$ cat src/rtl/cpu_pkg.sv
// Shared definitions for the CPU pipeline control logic: forwarding-mux
// encodings, widths and the shadow-stage record that tracks in-flight writers.
package cpu_pkg;

   localparam int REG_AW = 5;
   localparam int WW_FWD = 2;
   localparam int WW_CNT = 16;

   localparam logic [0:WW_FWD-1] FWD_RF  = 2'b00;
   localparam logic [0:WW_FWD-1] FWD_EX  = 2'b01;
   localparam logic [0:WW_FWD-1] FWD_MEM = 2'b10;
   localparam logic [0:WW_FWD-1] FWD_WB  = 2'b11;

   // One in-flight instruction as seen by the interlock logic.
   typedef struct packed {
      logic              v;
      logic [0:REG_AW-1] rd;
      logic              wr;
      logic              ld;
   } shadow_t;

   // A stage produces the value an operand needs when it holds a real writer
   // of that register and the operand is actually read. r0 is not special.
   function automatic logic producer_match(shadow_t s, logic [0:REG_AW-1] r, logic use_x);
      return s.v && s.wr && (s.rd == r) && use_x;
   endfunction

   // Youngest producer wins; a load still in EX cannot be forwarded, so the
   // selection falls through to the next older producer for that cycle.
   function automatic logic [0:WW_FWD-1] fwd_pick(logic ex_hit, logic ex_ld,
                                                  logic mem_hit, logic wb_hit);
      if (ex_hit && !ex_ld) return FWD_EX;
      if (mem_hit)          return FWD_MEM;
      if (wb_hit)           return FWD_WB;
      return FWD_RF;
   endfunction

endpackage

$ cat src/rtl/hazard_shadow_stage.sv
// One register stage of the shadow pipeline: holds {v, rD, wr, ld} for the
// instruction occupying the matching real pipeline stage.
module hazard_shadow_stage
   import cpu_pkg::*;
(
   input  logic    clk,
   input  logic    reset,
   input  logic    hold_i,
   input  logic    clear_i,
   input  shadow_t d_i,
   output shadow_t q_o
);

   shadow_t stage_q;
   shadow_t stage_d;

   // Hold wins over clear so a frozen pipe keeps its bubbles and writers alike.
   always_comb begin
      stage_d = stage_q;
      if (!hold_i) begin
         stage_d = clear_i ? '0 : d_i;
      end
   end

   // Stage register; reset drops any tracked instruction at once.
   always_ff @(posedge clk or posedge reset) begin
      if (reset) stage_q <= '0;
      else       stage_q <= stage_d;
   end

   assign q_o = stage_q;

endmodule

$ cat src/rtl/hazard_ctrl.sv
// Interlock and forwarding controller for the 5-stage pipeline. Tracks the
// writers in EX/MEM/WB, raises load-use stalls and branch flushes, selects the
// EX operand forwarding sources and counts stall/flush events.
module hazard_ctrl #(
   parameter int REG_AW = 5,
   parameter int CNT_W  = 16
) (
   input  logic              clk,
   input  logic              reset,
   input  logic              ID_valid,
   input  logic [0:REG_AW-1] ID_rA,
   input  logic [0:REG_AW-1] ID_rB,
   input  logic [0:REG_AW-1] ID_rD,
   input  logic              ID_wrEn,
   input  logic              ID_useA,
   input  logic              ID_useB,
   input  logic              ID_isLoad,
   input  logic              EX_brTaken,
   input  logic              mem_busy,
   output logic              stall_IF,
   output logic              stall_ID,
   output logic              bubble_EX,
   output logic              flush_IFID,
   output logic [0:1]        fwdA_sel,
   output logic [0:1]        fwdB_sel,
   output logic [0:CNT_W-1]  stall_cnt,
   output logic [0:CNT_W-1]  flush_cnt
);

   import cpu_pkg::*;

   shadow_t ex_q, mem_q, wb_q, ex_d;
   logic    ex_clear;
   logic    a_ex, a_mem, a_wb, b_ex, b_mem, b_wb;
   logic    load_use, stall_evt, flush_evt;
   logic [0:CNT_W-1] stall_cnt_q, stall_cnt_d, flush_cnt_q, flush_cnt_d;

   assign ex_d     = '{v: 1'b1, rd: ID_rD, wr: ID_wrEn, ld: ID_isLoad};
   assign ex_clear = bubble_EX | flush_IFID | ~ID_valid;

   hazard_shadow_stage u_ex  (.clk(clk), .reset(reset), .hold_i(mem_busy),
                              .clear_i(ex_clear), .d_i(ex_d),  .q_o(ex_q));
   hazard_shadow_stage u_mem (.clk(clk), .reset(reset), .hold_i(mem_busy),
                              .clear_i(1'b0),     .d_i(ex_q),  .q_o(mem_q));
   hazard_shadow_stage u_wb  (.clk(clk), .reset(reset), .hold_i(mem_busy),
                              .clear_i(1'b0),     .d_i(mem_q), .q_o(wb_q));

   assign a_ex  = producer_match(ex_q,  ID_rA, ID_useA);
   assign a_mem = producer_match(mem_q, ID_rA, ID_useA);
   assign a_wb  = producer_match(wb_q,  ID_rA, ID_useA);
   assign b_ex  = producer_match(ex_q,  ID_rB, ID_useB);
   assign b_mem = producer_match(mem_q, ID_rB, ID_useB);
   assign b_wb  = producer_match(wb_q,  ID_rB, ID_useB);

   assign load_use = ID_valid && ex_q.ld && (a_ex || b_ex);

   // Pipe control: a memory freeze dominates, then a taken branch (which makes
   // any stalled ID instruction wrong-path), then the load-use interlock.
   always_comb begin
      stall_IF   = 1'b0;
      stall_ID   = 1'b0;
      bubble_EX  = 1'b0;
      flush_IFID = 1'b0;
      stall_evt  = 1'b0;
      flush_evt  = 1'b0;
      if (mem_busy) begin
         stall_IF = 1'b1;
         stall_ID = 1'b1;
      end else if (EX_brTaken) begin
         flush_IFID = 1'b1;
         bubble_EX  = 1'b1;
         flush_evt  = 1'b1;
      end else if (load_use) begin
         stall_IF  = 1'b1;
         stall_ID  = 1'b1;
         bubble_EX = 1'b1;
         stall_evt = 1'b1;
      end
   end

   // Forwarding selects; an empty ID slot always reads the register file.
   always_comb begin
      fwdA_sel = FWD_RF;
      fwdB_sel = FWD_RF;
      if (ID_valid) begin
         fwdA_sel = fwd_pick(a_ex, ex_q.ld, a_mem, a_wb);
         fwdB_sel = fwd_pick(b_ex, ex_q.ld, b_mem, b_wb);
      end
   end

   // Saturating event counters: they stick at all-ones instead of wrapping.
   always_comb begin
      stall_cnt_d = stall_cnt_q;
      flush_cnt_d = flush_cnt_q;
      if (stall_evt && !(&stall_cnt_q)) stall_cnt_d = stall_cnt_q + CNT_W'(1);
      if (flush_evt && !(&flush_cnt_q)) flush_cnt_d = flush_cnt_q + CNT_W'(1);
   end

   // Counter registers.
   always_ff @(posedge clk or posedge reset) begin
      if (reset) begin
         stall_cnt_q <= '0;
         flush_cnt_q <= '0;
      end else begin
         stall_cnt_q <= stall_cnt_d;
         flush_cnt_q <= flush_cnt_d;
      end
   end

   assign stall_cnt = stall_cnt_q;
   assign flush_cnt = flush_cnt_q;

endmodule
$ cat config.mk
export PLATFORM = sky130hd
export DESIGN_NAME = hazard_ctrl
export DESIGN_NICKNAME = d
export VERILOG_FILES = /design/src/rtl/cpu_pkg.sv /design/src/rtl/hazard_shadow_stage.sv /design/src/rtl/hazard_ctrl.sv
export SDC_FILE = /design/constraint.sdc
export NUM_CORES = 1
export LEC_CHECK = 0
export ABC_AREA = 1
export BUFFER_PORTS_ARGS = -buffer_cell sky130_fd_sc_hd__clkbuf_2
export CAP_MARGIN = 20
export CORE_MARGIN = 2
export CORE_UTILIZATION = 45
export CTS_CLUSTER_DIAMETER = 50
export DETAILED_ROUTE_END_ITERATION = 8
export GPL_TIMING_DRIVEN = 0
export PLACE_DENSITY = 0.73
export SLEW_MARGIN = 20
export SYNTH_ARGS = -nofsm -noshare
export SYNTH_HDL_FRONTEND = slang
export SYNTH_SLANG_ARGS = --single-unit
export TNS_END_PERCENT = 20
$ cat constraint.sdc
create_clock -name clk -period 5 [get_ports clk]
set_clock_uncertainty 0.1 [all_clocks]
set_input_delay 1 -clock clk [delete_from_list [all_inputs] [get_ports clk]]
set_output_delay 1 -clock clk [all_outputs]
set_load 0.005 [all_outputs]
Yosys cells after proc, flatten, opt, wreduce, memory -nomap -nowiden
Cells that the tools add are included.
{"block": "word_totals", "output_inout_bits": 40, "regBits": 54}
{"block": "op_classes", "n_bitwise": 3, "mux": 41, "n_eq_ne": 6, "reduce_logical": 27, "n_addsub": 2}
{"op": "adder 16 x 1 -> 16 bit, second input constant", "count": 2}
{"op": "AND reduction 16 bit", "count": 2}
{"op": "== test 5 bit", "count": 6}
{"op": "two-way mux 2 bit", "count": 14}
{"op": "two-way mux 1 bit", "count": 26}
{"op": "logical AND 1 bit", "count": 21}
{"op": "two-way mux 8 bit", "count": 1}
{"op": "logical NOT 1 bit", "count": 3}
{"op": "bitwise OR 1 bit", "count": 2}
{"op": "logical OR 1 bit", "count": 1}
{"op": "inverter 1 bit", "count": 1}

Logic depth before layout (Yosys ltp)
{"block": "logic_depth", "ltp_word": 15, "ltp_mapped": 11}

Hierarchy
A second synthesis with hierarchy kept.
{"block": "unflattened", "cells_unflattened": 465, "hier_area_um2": 3392.0}
{"mod": "hazard_ctrl", "instances": 1, "cells_per_inst": 360, "area_per_inst_um2": 2416.1, "seq_area_each_um2": 800.8}
{"mod": "hazard_shadow_stage", "instances": 3, "cells_per_inst": 35, "area_per_inst_um2": 325.3, "seq_area_each_um2": 200.2}

Worst setup path before layout
OpenSTA, ideal clock, no wires.
{"block": "synth_path", "path_type": "input -> output", "from": "input ID_rB[4] (netlist bit)", "to": "output stall_IF", "arrival_time_ps": 2036, "path_slack_ps": 1864, "cell_stages": 9, "required_ps": 3900, "path_cell_list": "inv_1 nand2_1 nand2_1 nor2_1 nand3_1 nand2_4 nand2_1 o21ai_0 buf_4"}
{"block": "synth_between", "elab_chain_cells": 8}
{"element": "start, declared", "line_no": "hazard_ctrl.sv:12", "source": "input logic [0:REG_AW-1] ID_rB,"}
{"element": "== test 5 bit", "line_no": "cpu_pkg.sv:25", "source": "return s.v && s.wr && (s.rd == r) && use_x;"}
{"element": "logical AND 1 bit (2 in series)", "line_no": "cpu_pkg.sv:25"}
{"element": "logical OR 1 bit", "line_no": "hazard_ctrl.sv:55", "source": "assign load_use = ID_valid && ex_q.ld && (a_ex || b_ex);"}
{"element": "logical AND 1 bit", "line_no": "hazard_ctrl.sv:55"}
{"element": "two-way mux 1 bit (3 in series)"}
{"element": "end, declared", "line_no": "hazard_ctrl.sv:20", "source": "output logic stall_IF,"}
No other way between the ends.

Worst setup path in the final report
{"block": "layout_path", "from": "input ID_rB[2] (netlist bit)", "to": "output stall_IF"}
{"block": "layout_between", "elab_chain_cells": 8}
{"element": "== test 5 bit", "line_no": "cpu_pkg.sv:25"}
{"element": "logical AND 1 bit (2 in series)", "line_no": "cpu_pkg.sv:25"}
{"element": "logical OR 1 bit", "line_no": "hazard_ctrl.sv:55"}
{"element": "logical AND 1 bit", "line_no": "hazard_ctrl.sv:55"}
{"element": "two-way mux 1 bit", "line_no": "hazard_ctrl.sv:73", "source": "end else if (load_use) begin"}
{"element": "two-way mux 1 bit", "line_no": "hazard_ctrl.sv:69", "source": "end else if (EX_brTaken) begin"}
{"element": "two-way mux 1 bit", "line_no": "hazard_ctrl.sv:66", "source": "if (mem_busy) begin"}
No other way between the ends.

==> out/summary.md <==
After synthesis, the mean cell area works out to 7.24 um^2. Arrival time at the worst endpoint: 2.47 ns. In the layout the commonest cells are 175 x sky130_fd_sc_hd__nand2_1, 62 x sky130_fd_sc_hd__clkbuf_2, 54 x sky130_fd_sc_hd__dfrtp_1, 39 x sky130_fd_sc_hd__nor2_1, 37 x sky130_fd_sc_hd__inv_1. The path class of the lowest-slack min-delay path is flip-flop to flip-flop. The count of buffers added on input and output ports is 62. The final critical-path required period is 3.57 ns, and the wire length after detailed routing is 7.84 mm.

The leading cell type in the layout, fill and taps excluded is sky130_fd_sc_hd__nand2_1. The clock input transition at the sequential cells of the worst setup and hold paths is 0.09 ns. The run finished with clean final reports.

The count of buffers added by post-CTS timing repair for setup came out at 0. Static timing analysis puts the maximum clock frequency at 280 MHz. TritonCTS built the clock tree. The number of failing hold endpoints at the final stage is 0, and the number of violations of the max-capacitance limit is 0. From synthesis to final layout, the design area changed by 15.8%. The total number of vias is 3,017, and the mean routed wirelength per cell is 12.7 um. Entering global routing, the biggest net connects 55 pins. For the worst-skew pair, the clock arrives at the later sink with an insertion delay of 0.30 ns. In the global route stage, overall resource usage came out at 20.9%.

Clock tree synthesis found a total of 54 sinks. The initial utilization of the core area, before any placement, comes to 45.8%. The maximum VDD drop was 190 uV. The critical path launch point type was an input port. Setup repair after global routing left no endpoint under its margin. Routability-driven placement finished with a final weighted congestion of 0.866.

In this run the static leakage power is 1.92 nW. The quantity of gates resized following cts was 0; the fraction of layout cells with a size suffix above 1 was 17.7%. Summed over all layers, the global routing overflow is 0. The run gives 0 as the diode insertion count for antenna repair.

During synthesis, Yosys emitted a total of 0 warnings. The number of buffers on the longest clock path was 2; the actual transition at the worst max-transition pin was 0.662 ns. The run gives 0.395 ns as the worst hold slack after final layout. Proportion of synthesized chip area in sequential cells: 41.4%. The run gives 0 as the number of antenna-violating nets in the routed design.

Summed over all nets, the half-perimeter wirelength after detailed placement is 6.10 mm. The critical path starts at ID_rB[2]. The hold buffer count at cts came out at 0. In the final design database the tool counted 546 nets.

For the worst setup path, the data required time is 3.90 ns. Registers take 1350 um^2. The power per cell area works out to 248 nW/um^2.

Number of levels in the clock H-tree: 2. Number of global-route vias before repair: 2,830. The critical path is of the input port to output port type. STA classifies the critical path endpoint as an output port. The die is 89.2 um wide. The headroom to the max-slew limit is 55.8%, and the number of different library cells in the post-synthesis netlist is 29. The number of antenna violations at the first check in global routing was 0; the number of nets produced by synthesis was 477. In the routed layout, each cell is associated on average with a via count of 4.87.

Layout filler cell count: 769. The first-pass GRT wire length is 13.0 mm, and the number of cells on the worst reg-to-reg path is 8. The number of flip-flops and latches in the synthesized netlist is 54.

The worst path uses 71.4% of the clock period. The startpoint identified for the worst hold timing path is u_wb.q_o[7]. The core region is 7140 um^2.

Along the worst hold path, the cell count comes to 2. After detailed routing, the number of remaining DRC violations is 0. For the number of rows in the core area, the log shows 31. The final sum of negative setup slack came out at 0 ns. In this run, the number of DRC markers left after iteration 0 of detailed routing was 165. In this run the worst path has a maximum fanout of 9. The startpoint identified for the worst register-to-register timing path is flush_cnt[15]. The cell count after synthesis came out at 451. In this run, CTS created clock tree buffers numbering 5. The logs give 7960 um^2 for the area enclosed by the die boundary and 1690 um^2 for the area of the multi-input gates. Setup violations remaining at the end of the flow were counted as 0.

The buffer type at the clock tree root is sky130_fd_sc_hd__clkbuf_8. The cell area that synthesis handed to floorplanning was 3270 um^2. The logs give 0 for the max-slew violation total from the final report and 64 for the number of I/O pins. The height of the chip is 89.2 um. The tools report the iteration count of the initial detailed-routing pass as 4.
logic make-up (layout without fill, tap and decap cells):
kind of cell | Yosys count | count (layout) | share of synthesized area [%]
AOI/OAI and AO/OA | 35 | 35 | 5.63
xor gates and xnor gates | 39 | 39 | 10.5
adders and majority gates | 2 | 2 | 0.766
buffers and inverters | 56 | 125 | 6.93
DFF | 54 | 54 | 41.4
and+or+nand+nor | 265 | 265 | 34.9
through the flow:
stage,cell area (um^2),setup slack (ns),power (mW),cells,utilization (%)
floorplan,3270,1.86,0.637,451,-
global placement,3700,1.47,0.707,612,51.9
detailed placement,3700,1.42,0.713,612,51.9
CTS,3780,1.42,0.953,619,53.0
global route,3780,1.24,0.999,619,53.0
finish,3780,1.43,0.940,619,53.0
routing by layer:
metal	GRT usage, %	routed length (um)	up-vias	part of all wire, %
li1	-	-	1544	-
met1	27.7	3590	1404	46
met2	35.4	3760	61	48
met3	4.34	397	8	5.1
met4	4.75	88	0	1.1
met5	0	0	-	0
cell type report:
cell class                 count  share of cell area [%]
clock buffer                   6                    1.92
sequential                    54                    35.7
multi-input combinational    341                    44.6
buffer                         9                    1.32
tap                           99                    3.27
clock inverter                 1                   0.198
timing repair buffer          62                    8.20
inverter                      47                    4.73
critical path: stages:
cell                       delay (ns)
sky130_fd_sc_hd__clkbuf_2        0.12
sky130_fd_sc_hd__inv_1           0.08
sky130_fd_sc_hd__nand2_1         0.06
sky130_fd_sc_hd__nand2_1         0.05
sky130_fd_sc_hd__nor2_1          0.11
sky130_fd_sc_hd__nand3_1         0.13
sky130_fd_sc_hd__nand2_4         0.12
sky130_fd_sc_hd__nand2_1         0.20
sky130_fd_sc_hd__o21ai_0         0.31
sky130_fd_sc_hd__buf_4           0.17
sky130_fd_sc_hd__clkbuf_2        0.10
sequential cells by signal, summed over array words and instances, names as in the netlist:
register / cells
u_wb.q_o: 7
u_ex.q_o: 8
stall_cnt: 16
u_mem.q_o: 7
flush_cnt: 16
report_power, final:
group          internal, mW  switching, mW  total (mW)
Combinational        0.0728         0.0996       0.172
Sequential            0.477         0.0546       0.531
Clock                0.0965          0.140       0.236
cells in the mapped netlist:
library cell	count	area, um^2
sky130_fd_sc_hd__buf_4	2	15.0
sky130_fd_sc_hd__xor2_1	20	175
sky130_fd_sc_hd__nor2_2	1	6.26
sky130_fd_sc_hd__buf_6	1	11.3
sky130_fd_sc_hd__nor3_1	9	45.0
sky130_fd_sc_hd__or2_2	2	12.5
sky130_fd_sc_hd__nand3_2	2	20.0
sky130_fd_sc_hd__o21ai_0	24	120
sky130_fd_sc_hd__o21ai_1	1	5.00
sky130_fd_sc_hd__nor2_4	2	22.5
sky130_fd_sc_hd__clkbuf_1	5	18.8
sky130_fd_sc_hd__ha_1	2	25.0
sky130_fd_sc_hd__nand2_1	175	657
sky130_fd_sc_hd__a22o_1	1	8.76
sky130_fd_sc_hd__inv_1	38	143
sky130_fd_sc_hd__nand2_4	1	11.3
sky130_fd_sc_hd__nand4_4	1	21.3
sky130_fd_sc_hd__inv_2	8	30.0
sky130_fd_sc_hd__nand2_2	1	6.26
sky130_fd_sc_hd__dfrtp_1	54	1350
sky130_fd_sc_hd__nand3_1	17	85.1
sky130_fd_sc_hd__xnor2_1	19	166
sky130_fd_sc_hd__o22ai_1	4	25.0
sky130_fd_sc_hd__clkinv_1	1	3.75
sky130_fd_sc_hd__nand4_1	14	87.6
sky130_fd_sc_hd__nor2_1	39	146
sky130_fd_sc_hd__nand3_4	1	17.5
sky130_fd_sc_hd__buf_2	1	5.00
sky130_fd_sc_hd__a21oi_1	5	25.0
final timing paths:
check                               end  slack [ns]
max reg2reg                flush_cnt[3]        3.08
max                            stall_IF        1.43
min                         u_wb.q_o[7]        0.39
min reg2reg                 u_wb.q_o[7]        0.39
min in group asynchronous  stall_cnt[5]        0.68
max in group asynchronous  u_mem.q_o[7]        3.68
No activity file was read; power rests on OpenSTA's default activity.
